--- src/rtl/mux_serializer16_pkg.sv ---
// Shared types and index helpers for the 16:1 mux serializer.
package mux_serializer16_pkg;

    typedef enum logic {
        StIdle,
        StShift
    } ser_state_e;

    // Index of the first bit presented for a word.
    function automatic int unsigned first_idx(input int unsigned width, input bit msb_first);
        return msb_first ? (width - 1) : 0;
    endfunction

    // Index of the final bit presented for a word.
    function automatic int unsigned final_idx(input int unsigned width, input bit msb_first);
        return msb_first ? 0 : (width - 1);
    endfunction

endpackage

--- src/rtl/mux_serializer16_if.sv ---
// Word-in / bit-out handshake bundle for the serializer.
interface mux_serializer16_if #(
    parameter int unsigned WIDTH = 16
);
    localparam int unsigned SW = (WIDTH > 1) ? $clog2(WIDTH) : 1;

    logic             in_valid;
    logic             in_ready;
    logic [WIDTH-1:0] in_data;
    logic             out_valid;
    logic             out_ready;
    logic             out_bit;
    logic [SW-1:0]    out_sel;
    logic             out_last;
    logic             busy;

    // Serializer side.
    modport slave (
        input  in_valid, in_data, out_ready,
        output in_ready, out_valid, out_bit, out_sel, out_last, busy
    );

    // Producer/consumer side.
    modport master (
        output in_valid, in_data, out_ready,
        input  in_ready, out_valid, out_bit, out_sel, out_last, busy
    );
endinterface

--- src/rtl/mux_serializer16_ser_bit_sel.sv ---
// WIDTH:1 bit selector with the strict contract y = a[s].
module ser_bit_sel #(
    parameter int unsigned WIDTH = 16,
    parameter int unsigned SW    = 4
) (
    input  logic [WIDTH-1:0] a,
    input  logic [SW-1:0]    s,
    output logic             y
);
    // Plain indexed select; bit order comes from the index alone.
    always_comb begin
        y = a[s];
    end
endmodule

--- src/rtl/mux_serializer16.sv ---
// Parallel-to-serial stage: accepts one word, presents it one bit per beat.
module mux_serializer16
    import mux_serializer16_pkg::*;
#(
    parameter int unsigned WIDTH     = 16,
    parameter bit          MSB_FIRST = 1'b0
) (
    input  logic               clk,
    input  logic               rst,
    mux_serializer16_if.slave  bus
);
    localparam int unsigned SW = (WIDTH > 1) ? $clog2(WIDTH) : 1;
    localparam logic [SW-1:0] START = SW'(first_idx(WIDTH, MSB_FIRST));
    localparam logic [SW-1:0] LAST  = SW'(final_idx(WIDTH, MSB_FIRST));

    ser_state_e       state_q, state_d;
    logic [WIDTH-1:0] word_q, word_d;
    logic [SW-1:0]    idx_q, idx_d;
    logic             in_ready;
    logic             out_last;
    logic             sel_bit;

    // Next-state, handshake and index stepping.
    always_comb begin
        state_d  = state_q;
        word_d   = word_q;
        idx_d    = idx_q;
        out_last = (state_q == StShift) && (idx_q == LAST);
        // Ready while idle, or on the final beat being taken (zero-bubble reload).
        in_ready = !rst && ((state_q == StIdle) || (out_last && bus.out_ready));
        unique case (state_q)
            StIdle: begin
                if (bus.in_valid && in_ready) begin
                    word_d  = bus.in_data;
                    idx_d   = START;
                    state_d = StShift;
                end
            end
            StShift: begin
                if (bus.out_ready) begin
                    if (out_last) begin
                        idx_d = START;
                        if (bus.in_valid) begin
                            word_d = bus.in_data;
                        end else begin
                            state_d = StIdle;
                        end
                    end else begin
                        idx_d = MSB_FIRST ? (idx_q - SW'(1)) : (idx_q + SW'(1));
                    end
                end
            end
            default: state_d = StIdle;
        endcase
    end

    // State, word and index registers; reset discards any held word.
    always_ff @(posedge clk) begin
        if (rst) begin
            state_q <= StIdle;
            word_q  <= '0;
            idx_q   <= START;
        end else begin
            state_q <= state_d;
            word_q  <= word_d;
            idx_q   <= idx_d;
        end
    end

    ser_bit_sel #(
        .WIDTH (WIDTH),
        .SW    (SW)
    ) u_bit_sel (
        .a (word_q),
        .s (idx_q),
        .y (sel_bit)
    );

    assign bus.in_ready  = in_ready;
    assign bus.out_valid = (state_q == StShift);
    assign bus.busy      = (state_q == StShift);
    assign bus.out_bit   = sel_bit;
    assign bus.out_sel   = idx_q;
    assign bus.out_last  = out_last;
endmodule

--- src/flat_wrapper.sv ---
// flat-port wrapper written by rule: the top's interface ports become plain ports
module mux_serializer16_flat import mux_serializer16_pkg::*;
#(
    parameter int unsigned WIDTH     = 16,
    parameter bit          MSB_FIRST = 1'b0
)
  (clk, rst, bus_in_valid, bus_in_data, bus_out_ready, bus_in_ready, bus_out_valid, bus_out_bit, bus_out_sel, bus_out_last, bus_busy);
  mux_serializer16_if #(.WIDTH(WIDTH)) bus_i ();
  input  logic clk;
  input  logic rst;
  input wire logic [$bits(bus_i.in_valid)-1:0] bus_in_valid;
  input wire logic [$bits(bus_i.in_data)-1:0] bus_in_data;
  input wire logic [$bits(bus_i.out_ready)-1:0] bus_out_ready;
  output wire logic [$bits(bus_i.in_ready)-1:0] bus_in_ready;
  output wire logic [$bits(bus_i.out_valid)-1:0] bus_out_valid;
  output wire logic [$bits(bus_i.out_bit)-1:0] bus_out_bit;
  output wire logic [$bits(bus_i.out_sel)-1:0] bus_out_sel;
  output wire logic [$bits(bus_i.out_last)-1:0] bus_out_last;
  output wire logic [$bits(bus_i.busy)-1:0] bus_busy;
  assign bus_i.in_valid = bus_in_valid;
  assign bus_i.in_data = bus_in_data;
  assign bus_i.out_ready = bus_out_ready;
  assign bus_in_ready = bus_i.in_ready;
  assign bus_out_valid = bus_i.out_valid;
  assign bus_out_bit = bus_i.out_bit;
  assign bus_out_sel = bus_i.out_sel;
  assign bus_out_last = bus_i.out_last;
  assign bus_busy = bus_i.busy;
  mux_serializer16 #(.WIDTH(WIDTH), .MSB_FIRST(MSB_FIRST)) u_core (.clk(clk), .rst(rst), .bus(bus_i));
endmodule
--- config.mk ---
export PLATFORM = sky130hd
export DESIGN_NAME = mux_serializer16_flat
export DESIGN_NICKNAME = d
export VERILOG_FILES = /design/src/rtl/mux_serializer16_pkg.sv /design/src/rtl/mux_serializer16_if.sv /design/src/rtl/mux_serializer16_ser_bit_sel.sv /design/src/rtl/mux_serializer16.sv /design/src/flat_wrapper.sv
export SDC_FILE = /design/constraint.sdc
export NUM_CORES = 1
export LEC_CHECK = 0
export ABC_CLOCK_PERIOD_IN_PS = 1600
export CAP_MARGIN = 40
export CORE_ASPECT_RATIO = 1.4
export CORE_MARGIN = 2
export CORE_UTILIZATION = 54
export DETAILED_ROUTE_END_ITERATION = 6
export DONT_BUFFER_PORTS = 1
export HOLD_SLACK_MARGIN = 0.02
export MAX_ROUTING_LAYER = met4
export PLACE_DENSITY = 0.77
export SLEW_MARGIN = 20
export SYNTH_ARGS = -nofsm -noshare
export SYNTH_HDL_FRONTEND = slang
export SYNTH_SLANG_ARGS = --single-unit
--- constraint.sdc ---
create_clock -name clk -period 1.6 [get_ports clk]
set_input_delay 0.16 -clock clk [delete_from_list [all_inputs] [get_ports clk]]
set_output_delay 0.16 -clock clk [all_outputs]
set_load 0.01 [all_outputs]
Word-level counts from Yosys, hierarchy flattened
Cells that the tools add are included.
W data, S select, Z words.

word-level totals
  register bits after elaboration = 21
  bits of input ports = 20
  output and inout port bits = 9
  word-level logic and storage cells = 35

operators by class
  add/sub/neg operators = 1
  order comparisons = 1
  equal/unequal tests = 5
  muxes and demuxes = 16
  bitwise logic cells = 1
  reduce and logical (&&, ||, !) cells = 8

operators by type and width
  operator               number
  $mux W16               4
  $pmux W16 S2           1
  $mux W4                3
  $ne A2 B2 Y1 const B   4
  $pmux W4 S2            1
  $lt A4 B5 Y1 const B   1
  $mux W1                5
  $add A4 B1 Y4 const B  1
  $bmux W1 S4            1
  $eq A4 B4 Y1 const B   1
  $logic_and A1 B1 Y1    4
  $reduce_and A4 Y1      1
  $pmux W1 S2            1
  $reduce_and A2 Y1      1
  $logic_not A1 Y1       1
  $logic_or A1 B1 Y1     1
  $not A1 Y1             1

Longest topological paths before layout
  depth in word-level cells = 8
  depth in mapped cells = 6
  gate-level depth less buffers = 5

Cells and area by module
Synthesis repeated with hierarchy kept, for this count alone.

unflattened totals
  cells, all modules = 111
  area total of the unflattened synthesis = 1,147.4 sq um

by module, submodules not included
  module            times used  cells each  area an instance (sq um)  seq. area each (sq um)
  mux_serializer16  1           104         1,012.2                   420.4
  ser_bit_sel       1           7           135.1                     0.0

Least setup slack after synthesis
OpenSTA, ideal clock, no wires.

  path kind = flip-flop to flip-flop
  start = register u_core.state_q (netlist: u_core.bus.busy)
  end = register u_core.word_q[0]
  setup time = 0.128 ns
  data arrival time = 1.562 ns
  required time = 1.472 ns
  setup slack = -0.090 ns
  cell stages (with the launch flop) = 6
  path buffers = 1
  period minus slack after synthesis = 1.690 ns
  cells stage by stage = dfxtp_1 -> or3b_4 -> a22oi_4 -> buf_12 -> mux2i_1 -> nor2_1

between the ends
  cells in the longest elaborated chain, start to end = 7
  elaborated cells between the ends (all ways) = 12
  classes of those cells = 4 x eq/ne; 1 x mux; 1 x bitwise; 6 x reduce/logical

RTL lines
  what                                line                    RTL
  from (decl)                         mux_serializer16.sv:16  ser_state_e state_q, state_d;
  from (signal assigned)              mux_serializer16.sv:60  state_q <= StIdle;
  from (signal assigned)              mux_serializer16.sv:64  state_q <= state_d;
  $logic_and A1 B1 Y1                 mux_serializer16.sv:28  out_last = (state_q == StShift) && (idx_q == LAST);
  $logic_and A1 B1 Y1                 mux_serializer16.sv:30  in_ready = !rst && ((state_q == StIdle) || (out_last && bus.out_ready));
  $logic_or A1 B1 Y1                  mux_serializer16.sv:30
  $logic_and A1 B1 Y1                 mux_serializer16.sv:30
  $logic_and A1 B1 Y1                 mux_serializer16.sv:33  if (bus.in_valid && in_ready) begin
  $ne A2 B2 Y1 (no source line)       -
  $reduce_and A4 Y1 (no source line)  -
  to (signal assigned)                mux_serializer16.sv:65  word_q <= word_d;
  to (decl)                           mux_serializer16.sv:17  logic [WIDTH-1:0] word_q, word_d;

Parallel ways exist; a longest one is shown, timed or not.
A chain may end at the register's enable or synchronous reset.

Worst setup path after layout
  start = register u_core.idx_q[0] (netlist: u_core.bus.out_sel[0])
  end = output port bus_out_bit

between the ends
  cells in the longest elaborated chain, start to end = 2

RTL lines
  what                           line                                RTL
  from (decl)                    mux_serializer16.sv:18              logic [SW-1:0] idx_q, idx_d;
  from (signal assigned)         mux_serializer16.sv:66              idx_q <= idx_d;
  $bmux W1 S4                    mux_serializer16_ser_bit_sel.sv:12  y = a[s];
  $mux W1 (implied by the code)  mux_serializer16_ser_bit_sel.sv:12
  to (decl)                      flat_wrapper.sv:16                  output wire logic [$bits(bus_i.out_bit)-1:0] bus_out_bit;

Every way passes these cells. The select of a mux whose other input is x is not followed.

==> metrics.txt <==
outcome=finished with violations; failing checks=negative setup slack; Adder-Cell Fraction of Synth Area=1.267%; share of layout cells above drive strength 1=27.56%; cell accounting for the most synthesized area=dfxtp_1; final net count=149; CP arrival=1630 ps; Routability Congestion=0.7854; final clock skew=1.011 ps; area share of the largest cell type after synthesis=42.59%; Critical Path Most Common Cell=buf_6; core area=0.001734 mm²; mux contribution to synthesized area=24.84%; max cap viols=0; GRT Util Overall=23.34%; Max H-tree Level=1; largest family of logic cells by synthesized area=multiplexers; complex-gate fraction of the synthesized area=9.125%; wire per inst=16.64 µm; post-DP HPWL=1.416 mm; post-route ant nets=0; Root Buffer=clkbuf_4; Worst R2R Start=u_core.bus.out_sel[0]; fin area=0.001376 mm²; type of the worst min-delay path=in2reg; vias in the first global route=738; Hold Path Sink=u_core.word_q[10]; filler cell count=103; FF-to-FF End=u_core.word_q[15]; Final Hold Viols=0; CTS tree=built; CP top delay family=compound AO/OA/AOI/OAI gates; most common cell after layout, fill and taps aside=nor2_1; critical path's slowest cell=dfxtp_2; slowest stage delay, CP=350 ps; Mapped Avg Cell Area=9.972 µm²; Worst R2R Setup Slack=-50 ps; DR vias=839; Pleak=0.5210 nW; worst path bufs/invs=2; CTS clk-pin slew, worst paths=120 ps; first-pass GRT wire length=3.236 mm; fmax=559.0 MHz; number of diodes=0; Synth Instances=99; count of final max-slew check failures=0; Num CTS Buffers=3; fin crit period=1789 ps; Die ar.=0.002191 mm²; Ys Warns=0; Simple-Gate Fraction of Synth Area=17.74%; RSZ-0062 raised after global routing=true; worst-path fanout max=4; Reg2Reg Depth=7; final wirelength=2.446 mm; Required @ worst endpoint=1440 ps; grt total ovfl=0; largest net degree at the start of global routing=22; Die W=40.14 µm; setup ws final=-188.9 ps; Worst VDD drop=0.7750 mV; largest cells by area after synthesis=dfxtp_1, mux2i_1, nor2_1, mux4_2, a22oi_4; Yosys reg bits=21; setup_tns=-264.7 ps; Synth Area in XOR/XNOR=0%; grt met1 use=26.42%; Startpoint Class=flip-flop; most frequent cells in the layout=nor2_1, mux2i_1, dfxtp_1, dlygate4sd3_1, buf_4; vias per inst=5.707; M2 GR Usage=38.98%; drt pass-1 iters=3; initial core utilization=56.93%; Worst Setup End Kind=primary output; hold slack=31.71 ps; Rows=18; kind of critical path=reg2out; final setup vio count=7; IO Port Bufs=0; drc violations=0; Seq/Total Area, Yosys=42.59%; Slew @ Worst Pin=794.9 ps; Final period util=111.8%; Area growth syn-to-layout=39.42%; CP Cell Sequence=buf_6, buf_6, mux2i_2, a221oi_2, o21ai_1, nand2_2; Hold Path Depth=2; Post-Place Cell Area=0.001035 mm²; die height=54.59 µm; GR Util met3=4.065%; GR peak layer=met2; Clock Latency Late Sink=300 ps; Synth Cell Area=987.2 µm²; Ports=29; slew margin rel.=46.83%; initial DRC count=25; Hold Startpoint=bus_in_data[10]; Synth cell types=28; initial antenna violation count=0; CTS Sinks=21; CTS Buffer Depth=2; Mapped Nets=120; PwrDens=754.5 mW/mm²
per-layer routing:
layer  wire [µm]  up-vias
met4          59        0
met2        1251       23
li1            -      409
met3          92        6
met1        1043      401
met5           0        -
report_power, final:
group	switching, mW	total, mW	internal (mW)
clock	0.167	0.261	0.0933
combinational	0.0899	0.213	0.123
sequential	0.0170	0.565	0.548
total	0.274	1.04	0.764
metrics by stage:
stage | util, % | setup slack (ps) | instances | power [mW]
2_1_floorplan | - | 10.19 | 99 | 0.6857
3_3_place_gp | 59.67 | 123.4 | 120 | 0.6997
3_5_place_dp | 59.67 | 32.55 | 120 | 0.7063
4_1_cts | 72.58 | -131.5 | 141 | 1.001
5_1_grt | 79.37 | -245.8 | 147 | 1.078
6_report | 79.37 | -188.9 | 147 | 1.038
layout make-up:
class | instances | area (µm²) | area share (%)
Clock buffer | 3 | 22.52 | 1.636
Clock inverter | 1 | 5.005 | 0.3636
Inverter | 1 | 3.754 | 0.2727
Multi-Input combinational cell | 72 | 581.8 | 42.27
Sequential cell | 21 | 430.4 | 31.27
Tap cell | 20 | 25.02 | 1.818
Timing Repair Buffer | 29 | 307.8 | 22.36
worst max path at each step:
stage                           from                end  slack [ps]  cells past startpoint
5_1_grt        u_core.bus.out_sel[0]        bus_out_bit        -250                      6
4_1_cts        u_core.bus.out_sel[0]        bus_out_bit        -130                      4
2_1_floorplan        u_core.bus.busy   u_core.word_q[0]          10                      5
3_5_place_dp   u_core.bus.out_sel[1]  u_core.word_q[10]          30                      6
3_3_place_gp   u_core.bus.out_sel[1]  u_core.word_q[15]         120                      6
6_report       u_core.bus.out_sel[0]        bus_out_bit        -190                      6
sequential cells by signal, indices dropped and copies added, names as in the netlist:
signal	flops
u_core.word_q	16
u_core.bus.out_sel	4
u_core.bus.busy	1
cells in the mapped netlist, drive strengths merged:
cell,instances
clkbuf,2
nor3,2
o21ai,1
nand2b,1
mux2i,20
nor2,22
or3b,1
nor2b,1
nand2,3
buf,3
and3,1
a22oi,3
ha,1
a21boi,1
nand3,2
and2,3
nand4,1
dfxtp,21
mux4,2
a211oi,1
a31oi,1
inv,1
a21oi,2
a221oi,2
or2,1
cell families after synthesis:
kind of cell / count (synthesis)
AO/OA/AOI/OAI: 11
flip-flops: 21
buffers and inverters: 6
multiplexers: 22
adder cells (fa/ha/maj): 1
AND/OR/NAND/NOR: 38
repair_timing:
action	CTS	global route
setup endpoints to repair	2	19
hold buffers	16	0
buffers inserted	1	5
gates cloned	0	1
resized for setup	8	11
pin swaps	2	5
hold endpoints to repair	21	0
worst register-to-register path, cell delays in order, from the launching register on:
cell and delay (ps):
dfxtp_2 370, buf_4 120, ha_4 130, nand4_1 150, a22oi_4 260, buf_12 180, mux2i_1 240, nor2_1 70
Note: power is estimated with default switching activity, not from simulation.
